--- src/rtl/keypad_pkg.sv ---
// -----------------------------------------------------------------------------
// keypad_pkg
//
// Shared constants and types for the 4x3 keypad scanner.
//   NUM_ROWS / NUM_COLS : matrix geometry
//   KEY_STAR / KEY_HASH : codes reported for the '*' and '#' keys
//   kp_state_e          : debounce FSM state (RELEASED / PRESSED)
//   scan_cls_e          : classification of one complete scan
//   key_code_of()       : row/column position -> key code
// -----------------------------------------------------------------------------
package keypad_pkg;

    localparam int NUM_ROWS = 4;
    localparam int NUM_COLS = 3;

    localparam logic [3:0] KEY_STAR = 4'd14;
    localparam logic [3:0] KEY_HASH = 4'd15;

    typedef enum logic {
        ST_RELEASED = 1'b0,
        ST_PRESSED  = 1'b1
    } kp_state_e;

    typedef enum logic [1:0] {
        SCAN_NONE   = 2'd0,
        SCAN_SINGLE = 2'd1,
        SCAN_MULTI  = 2'd2
    } scan_cls_e;

    // Rows 0..2 carry the digits 1..9 in reading order; row 3 is '*', '0', '#'.
    function automatic logic [3:0] key_code_of(input logic [1:0] row, input logic [1:0] col);
        logic [3:0] code;
        if (row == 2'd3) begin
            case (col)
                2'd0:    code = KEY_STAR;
                2'd1:    code = 4'd0;
                default: code = KEY_HASH;
            endcase
        end else begin
            code = ({2'b00, row} * 4'd3) + {2'b00, col} + 4'd1;
        end
        return code;
    endfunction

endpackage

--- src/rtl/keypad_tick_gen.sv ---
// -----------------------------------------------------------------------------
// keypad_tick_gen
//
// Free-running divider: raises tick_o for one clk cycle every SCAN_DIV cycles.
// The first tick appears SCAN_DIV cycles after reset is released.
//   clk    : system clock
//   rst_n  : asynchronous active-low reset
//   tick_o : one-cycle scan tick
// -----------------------------------------------------------------------------
module keypad_tick_gen #(
    parameter int SCAN_DIV = 100000
) (
    input  logic clk,
    input  logic rst_n,
    output logic tick_o
);

    localparam int              CNT_W = (SCAN_DIV > 2) ? $clog2(SCAN_DIV) : 1;
    localparam logic [CNT_W-1:0] LAST = CNT_W'(SCAN_DIV - 1);

    logic [CNT_W-1:0] cnt_q, cnt_d;

    // NOTE: every always_comb assigns each of its outputs on every path, so no latch is inferred.
    always_comb begin
        cnt_d = (cnt_q == LAST) ? '0 : cnt_q + CNT_W'(1);
    end

    // NOTE: sequential state uses <= so all flops update from the same pre-edge values.
    always_ff @(posedge clk or negedge rst_n) begin
        if (!rst_n) begin
            cnt_q <= '0;
        end else begin
            cnt_q <= cnt_d;
        end
    end

    assign tick_o = (cnt_q == LAST);

endmodule

--- src/rtl/keypad_scan_ctrl.sv ---
// -----------------------------------------------------------------------------
// keypad_scan_ctrl
//
// Row-scanning, debouncing controller for a 4x3 key matrix. Each accepted key
// press is delivered once over a valid/ack handshake.
//
// Ports:
//   clk         : system clock
//   rst_n       : asynchronous active-low reset
//   in_key[2:0] : column lines E,F,G (active-low)
//   out_singal  : row drives A..D (active-low, one-hot low)
//   key_valid   : event pending for the consumer
//   key_code    : code of the pending event, stable while key_valid
//   key_ack     : consumer accepts the pending event
//   key_held    : a debounced key is currently down
//   key_ovf     : one-cycle pulse, an event was dropped (previous one unacked)
//
// Build option:
//   KEYPAD_REPEAT_EN : when defined, a held key generates auto-repeat events
//                      after REPEAT_DELAY scans and then every REPEAT_RATE scans.
// -----------------------------------------------------------------------------
module keypad_scan_ctrl
    import keypad_pkg::*;
#(
    parameter int SCAN_DIV       = 100000,
    parameter int DEBOUNCE_SCANS = 4,
    parameter int REPEAT_DELAY   = 125,
    parameter int REPEAT_RATE    = 25
) (
    input  logic       clk,
    input  logic       rst_n,
    input  logic [2:0] in_key,
    output logic [3:0] out_singal,
    output logic       key_valid,
    output logic [3:0] key_code,
    input  logic       key_ack,
    output logic       key_held,
    output logic       key_ovf
);

    localparam logic [3:0] DEB_CNT  = 4'(DEBOUNCE_SCANS);
    localparam logic [1:0] LAST_ROW = 2'(NUM_ROWS - 1);

    // ---------------------------------------------------------------- tick
    logic tick;

    keypad_tick_gen #(
        .SCAN_DIV (SCAN_DIV)
    ) u_tick_gen (
        .clk    (clk),
        .rst_n  (rst_n),
        .tick_o (tick)
    );

    // ---------------------------------------------------------------- state
    logic [2:0] key_sync1_q, key_sync2_q;
    logic [1:0] row_q;
    logic [1:0] acc_cnt_q, acc_cnt_d;
    logic [3:0] acc_code_q, acc_code_d;
    scan_cls_e  prev_cls_q, prev_cls_d;
    logic [3:0] prev_code_q, prev_code_d;
    kp_state_e  state_q, state_d;
    logic [3:0] stab_q, stab_d;
    logic [3:0] held_code_q, held_code_d;
    logic       valid_q, valid_d;
    logic [3:0] code_q, code_d;
    logic       ovf_q, ovf_d;

    // ---------------------------------------------------------------- scan
    logic [2:0] row_low;
    logic [1:0] row_cnt;
    logic [3:0] row_code;
    logic [2:0] sum_cnt;
    logic [1:0] tot_cnt;
    logic [3:0] tot_code;
    logic       scan_done;
    scan_cls_e  scan_cls;

    assign row_low = ~key_sync2_q;

    // Accumulate key count (saturating at 2) and the code of the first key
    // seen; the scan is classified on the tick that samples the last row.
    always_comb begin
        row_code = 4'd0;
        for (int c = 0; c < NUM_COLS; c++) begin
            if (row_low[c]) begin
                row_code = key_code_of(row_q, 2'(c));
            end
        end
        row_cnt   = 2'(row_low[0]) + 2'(row_low[1]) + 2'(row_low[2]);
        sum_cnt   = {1'b0, acc_cnt_q} + {1'b0, row_cnt};
        tot_cnt   = (sum_cnt > 3'd2) ? 2'd2 : sum_cnt[1:0];
        tot_code  = (acc_cnt_q == 2'd0) ? row_code : acc_code_q;
        scan_done = tick && (row_q == LAST_ROW);
        case (tot_cnt)
            2'd0:    scan_cls = SCAN_NONE;
            2'd1:    scan_cls = SCAN_SINGLE;
            default: scan_cls = SCAN_MULTI;
        endcase
        acc_cnt_d  = acc_cnt_q;
        acc_code_d = acc_code_q;
        if (tick) begin
            acc_cnt_d  = scan_done ? 2'd0 : tot_cnt;
            acc_code_d = scan_done ? 4'd0 : tot_code;
        end
    end

    // ---------------------------------------------------------------- debounce
    logic       same_as_prev;
    logic       ev;
    logic [3:0] ev_code;

`ifdef KEYPAD_REPEAT_EN
    localparam int REP_MAX = (REPEAT_DELAY > REPEAT_RATE) ? REPEAT_DELAY : REPEAT_RATE;
    localparam int REP_W   = $clog2(REP_MAX + 1);

    logic [REP_W-1:0] rep_cnt_q, rep_cnt_d, rep_next;
    logic             rep_first_q, rep_first_d;
    logic             rep_hit;

    assign rep_next = rep_cnt_q + REP_W'(1);
    assign rep_hit  = rep_first_q ? (rep_next == REP_W'(REPEAT_DELAY))
                                  : (rep_next == REP_W'(REPEAT_RATE));
`else
    localparam int unused_repeat_cfg = REPEAT_DELAY + REPEAT_RATE;
`endif

    always_comb begin
        state_d      = state_q;
        stab_d       = stab_q;
        held_code_d  = held_code_q;
        prev_cls_d   = prev_cls_q;
        prev_code_d  = prev_code_q;
        same_as_prev = 1'b0;
        ev           = 1'b0;
        ev_code      = held_code_q;
`ifdef KEYPAD_REPEAT_EN
        rep_cnt_d    = rep_cnt_q;
        rep_first_d  = rep_first_q;
`endif
        if (scan_done) begin
            prev_cls_d   = scan_cls;
            prev_code_d  = tot_code;
            same_as_prev = (scan_cls == prev_cls_q) &&
                           ((scan_cls != SCAN_SINGLE) || (tot_code == prev_code_q));
            case (state_q)
                ST_RELEASED: begin
                    // A fresh SINGLE counts as the first agreeing scan.
                    if (scan_cls == SCAN_SINGLE) begin
                        stab_d = same_as_prev ? stab_q + 4'd1 : 4'd1;
                    end else begin
                        stab_d = 4'd0;
                    end
                    if (stab_d == DEB_CNT) begin
                        ev          = 1'b1;
                        ev_code     = tot_code;
                        held_code_d = tot_code;
                        state_d     = ST_PRESSED;
                        stab_d      = 4'd0;
`ifdef KEYPAD_REPEAT_EN
                        rep_cnt_d   = '0;
                        rep_first_d = 1'b1;
`endif
                    end
                end
                ST_PRESSED: begin
                    if (scan_cls == SCAN_NONE) begin
                        stab_d = same_as_prev ? stab_q + 4'd1 : 4'd1;
                    end else begin
                        stab_d = 4'd0;
                    end
                    if (stab_d == DEB_CNT) begin
                        state_d = ST_RELEASED;
                        stab_d  = 4'd0;
`ifdef KEYPAD_REPEAT_EN
                        rep_cnt_d   = '0;
                        rep_first_d = 1'b1;
                    end else if ((scan_cls == SCAN_SINGLE) && (tot_code == held_code_q)) begin
                        if (rep_hit) begin
                            ev          = 1'b1;
                            rep_cnt_d   = '0;
                            rep_first_d = 1'b0;
                        end else begin
                            rep_cnt_d = rep_next;
                        end
`endif
                    end
                end
                default: state_d = ST_RELEASED;
            endcase
        end
    end

    // ---------------------------------------------------------------- handshake
    // An ack in the same cycle frees the register, so a coincident event loads.
    always_comb begin
        valid_d = valid_q;
        code_d  = code_q;
        ovf_d   = 1'b0;
        if (ev) begin
            if (!valid_q || key_ack) begin
                valid_d = 1'b1;
                code_d  = ev_code;
            end else begin
                ovf_d = 1'b1;
            end
        end else if (key_ack) begin
            valid_d = 1'b0;
        end
    end

    // ---------------------------------------------------------------- registers
    always_ff @(posedge clk or negedge rst_n) begin
        if (!rst_n) begin
            key_sync1_q <= 3'b111;
            key_sync2_q <= 3'b111;
            row_q       <= 2'd0;
            acc_cnt_q   <= 2'd0;
            acc_code_q  <= 4'd0;
            prev_cls_q  <= SCAN_NONE;
            prev_code_q <= 4'd0;
            state_q     <= ST_RELEASED;
            stab_q      <= 4'd0;
            held_code_q <= 4'd0;
            valid_q     <= 1'b0;
            code_q      <= 4'd0;
            ovf_q       <= 1'b0;
        end else begin
            // Column lines are asynchronous to clk; two flops before use.
            key_sync1_q <= in_key;
            key_sync2_q <= key_sync1_q;
            if (tick) begin
                row_q <= row_q + 2'd1;
            end
            acc_cnt_q   <= acc_cnt_d;
            acc_code_q  <= acc_code_d;
            prev_cls_q  <= prev_cls_d;
            prev_code_q <= prev_code_d;
            state_q     <= state_d;
            stab_q      <= stab_d;
            held_code_q <= held_code_d;
            valid_q     <= valid_d;
            code_q      <= code_d;
            ovf_q       <= ovf_d;
        end
    end

`ifdef KEYPAD_REPEAT_EN
    always_ff @(posedge clk or negedge rst_n) begin
        if (!rst_n) begin
            rep_cnt_q   <= '0;
            rep_first_q <= 1'b1;
        end else begin
            rep_cnt_q   <= rep_cnt_d;
            rep_first_q <= rep_first_d;
        end
    end
`endif

    // ---------------------------------------------------------------- outputs
    assign out_singal = ~(4'b0001 << row_q);
    assign key_valid  = valid_q;
    assign key_code   = code_q;
    assign key_held   = (state_q == ST_PRESSED);
    assign key_ovf    = ovf_q;

endmodule

--- config.mk ---
export PLATFORM = sky130hd
export DESIGN_NAME = keypad_scan_ctrl
export DESIGN_NICKNAME = d
export VERILOG_FILES = /design/src/rtl/keypad_pkg.sv /design/src/rtl/keypad_tick_gen.sv /design/src/rtl/keypad_scan_ctrl.sv
export SDC_FILE = /design/constraint.sdc
export NUM_CORES = 1
export LEC_CHECK = 0
export ABC_AREA = 0
export BUFFER_PORTS_ARGS = -buffer_cell sky130_fd_sc_hd__buf_2
export CAP_MARGIN = 20
export CORE_UTILIZATION = 60
export CTS_CLUSTER_SIZE = 30
export DETAILED_ROUTE_END_ITERATION = 12
export GPL_TIMING_DRIVEN = 0
export PLACE_DENSITY = 0.79
export SYNTH_ARGS = -nofsm -noshare
export SYNTH_HDL_FRONTEND = slang
export SYNTH_SLANG_ARGS = --single-unit
--- constraint.sdc ---
create_clock -name clk -period 8.6 [get_ports clk]
set_clock_uncertainty 0.05 [all_clocks]
set_input_delay 1.29 -clock clk [delete_from_list [all_inputs] [get_ports clk]]
set_output_delay 1.29 -clock clk [all_outputs]
set_load 0.01 [all_outputs]
==> impl_metrics.py <==
metrics = {
    "finish": {
        "fillers": 314,
        "multiInputGateArea_um2": 1340,
        "areaGrowthSynthToFinish_pct": 9.65,
        "stdcell_area_um2": 2870,
        "diodes": 0,
        "final_nets": 305,
        "drive_gt1_frac": 0.167,
        "ff_latch_area_um2": 1210,
    },
    "flow_run": {
        "drv_cap": 0,
    },
    "synthesis": {
        "synth_commonest_cells": "dfrtp_1 (42), nand2_1 (41), nor2_1 (18)",
        "synth_top_area_cell": "dfrtp_1",
        "netlist_area_um2": 2620,
        "async_reset_ff_frac": 1.00,
        "ys.flop_type": "dfrtp_1",
        "yosysWarnings": 0,
        "synth_edf_count": 0,
        "synth.most_common_cell": "dfrtp_1",
        "synth_top_cell_area_share": 0.401,
        "syn_nets": 281,
        "yosys-top-cells-area": "dfrtp_1 (40%), dfstp_2 (6.0%), nand2_1 (5.9%)",
        "ys_seq_elements": 48,
        "ys_types": 52,
        "synth_cells": 263,
        "ys_seq_area_frac": 0.462,
        "syn_avg_cell_area_um2": 9.96,
    },
    "timing": {
        "slew-limit-headroom": 0.283,
        "setup_viol": 0,
        "fin_crit_sh": 0.400,
        "rsz0062_at_grt": "no",
        "hold_viol": 0,
        "finalSetupTns_ps": 0,
        "slew_viol_final": 0,
        "fin_crit_ps": 3440,
        "fmax_mhz": 291,
        "worst_pin_slew_ps": 1070,
    },
    "pwr": {
        "vdd_drop_max_v": 0.0000914,
        "power.density_nw_per_um2": 135,
        "leakage_uw": 0.00129,
        "power_uw": 388,
    },
    "die": {
        "die_h_um": 68.1,
        "placeableCoreArea_um2": 4090,
        "die_area_um2": 4630,
        "die-width_um": 68.1,
        "fp-row-count": 23,
        "pin_count": 17,
        "initial_core_util": 0.641,
    },
    "global_routing": {
        "met3_usage": 0.0550,
        "grt_pass1_wl_um": 8170,
        "track_usage": 0.242,
        "top_usage_layer": "met2",
        "grt-ovfl-total": 0,
        "grt_pass1_vias": 1790,
        "use_met1": 0.291,
        "grt_util_met2": 0.422,
        "grt_max_degree": 49,
        "grt_antenna_before_repair": 0,
    },
    "worst_setup_path": {
        "worstRegToRegCells": 11,
        "path_class": "reg2reg",
        "critPathLaunchType": "register",
        "r2r-start": "key_sync2_q[2]",
        "critPathLaunch": "key_sync2_q[2]",
        "reg2reg_slack_ps": 5160,
        "end_kind": "register",
        "required_ps": 8740,
        "r2r-end": "key_held",
        "cp_max_fo": 9,
        "critPathArrivalTime_ps": 3580,
    },
    "cts": {
        "hold_buffers": 0,
        "post_cts_resized": 0,
        "tritoncts.num_buffers": 5,
        "cts_max_path_buffers": 2,
        "clk_latency_ps": 300,
        "post_cts_buffers": 0,
        "cts_max_level": 2,
        "cts_root_buffer": "clkbuf_8",
        "cts_tree": "yes",
        "path_clk_slew_ps": 80,
        "cts_sinks": 48,
    },
    "routing": {
        "wl_per_cell_um": 14.7,
        "drtIter0Drc": 102,
        "drt-vias-per-instance": 5.81,
        "drc": 0,
        "ant_nets": 0,
        "drt_first_pass_iters": 4,
        "vias": 1964,
        "drt-total-wl_um": 4980,
    },
    "min_path": {
        "min_path_cells": 0,
        "hold_start": "key_sync1_q[0]",
        "worst_hold_path.endpoint": "key_sync2_q[0]",
        "hold_class": "reg2reg",
    },
    "placed_design": {
        "globalplace.congestion": 0.801,
        "portBuffers": 16,
        "dp_hpwl_um": 3580,
        "placed_cell_area_um2": 2760,
    },
    "outcome": {
        "status": "completed",
    },
}
## per-stage QoR
| step | utilization | instances | worst slack, ps | hold slack [ps] |
|---|---|---|---|---|
| 6_report | 0.703 | 338 | 5160 | 302 |
| 3_3_place_gp | 0.676 | 329 | 5200 | 296 |
| 4_1_cts | 0.698 | 337 | 5160 | 304 |
| 5_1_grt | 0.703 | 338 | 5010 | 307 |
| 3_5_place_dp | 0.676 | 329 | 5190 | 298 |
| 2_1_floorplan | - | 263 | 5390 | 295 |
## registers in the layout, summed over array words and instances (netlist names)
register and flops:
key_held 1, acc_cnt_q 2, prev_code_q 4, acc_code_q 4
row_q 2, key_valid 1, key_sync2_q 3, key_sync1_q 3
prev_cls_q 2, u_tick_gen.cnt_q 17, key_ovf 1, key_code 4
stab_q 4
## placed cells by master (no fill, tap or decap), drive strengths merged, types with 2 or more instances in the layout
cell | synthesis | routed
dfrtp | 42 | 42
nand2 | 41 | 41
nor2 | 20 | 20
buf | 1 | 18
nand3 | 15 | 15
inv | 12 | 12
clkbuf | 4 | 12
ha | 10 | 10
xnor2 | 9 | 9
o21ai | 9 | 9
nor3 | 8 | 8
a21oi | 8 | 8
xor2 | 8 | 8
nand2b | 7 | 7
or3 | 6 | 6
a22o | 6 | 6
dfstp | 6 | 6
mux2 | 5 | 5
and3 | 4 | 4
nand3b | 4 | 4
and2 | 3 | 3
or2 | 3 | 3
or4 | 2 | 2
nor4b | 2 | 2
nand4 | 2 | 2
a21o | 2 | 2
fa | 2 | 2
or3b | 2 | 2
o221ai | 2 | 2
a211o | 2 | 2
nand4b | 2 | 2
## kinds of logic after synthesis
family,synth area share
adder cells (fa/ha/maj),0.0631
multiplexers,0.0253
AO/OA/AOI/OAI,0.120
AND/OR/NAND/NOR,0.246
flip-flops,0.462
XOR/XNOR,0.0569
buffers and inverters,0.0272
## worst max-delay path: stages (launching register included)
cell	delay, ps
dfstp_2	630
fa_1	430
inv_1	70
ha_1	140
inv_1	50
fa_1	500
and2_1	170
nand2_1	130
a2111o_1	380
or3_1	360
a211o_1	270
a21o_1	170
## worst max-delay path by stage
stage | to | slack [ps] | cells after the start
3_3_place_gp | key_held | 5200 | 11
6_report | key_held | 5160 | 11
2_1_floorplan | key_held | 5390 | 11
5_1_grt | stab_q[2] | 5010 | 11
3_5_place_dp | key_held | 5190 | 11
4_1_cts | key_held | 5160 | 11
## per-layer routing
metal	up-vias	routed length (um)
met5	-	0
met4	0	65
met3	7	133
met2	30	2560
met1	956	2220
li1	971	-
## power breakdown
part | internal [uW] | total [uW] | switching, uW
registers | 228 | 230 | 1.52
clock network | 65.6 | 136 | 70.7
logic | 8.02 | 22.1 | 14.1
## cell type report
| class | instances | area share |
|---|---|---|
| Buffer | 5 | 0.00915 |
| Clock buffer | 8 | 0.0314 |
| Inverter | 12 | 0.0157 |
| Multi-Input combinational cell | 198 | 0.466 |
| Sequential cell | 48 | 0.421 |
| Tap cell | 50 | 0.0218 |
| Timing Repair Buffer | 17 | 0.0349 |
(Power assumes the default switching activity.)
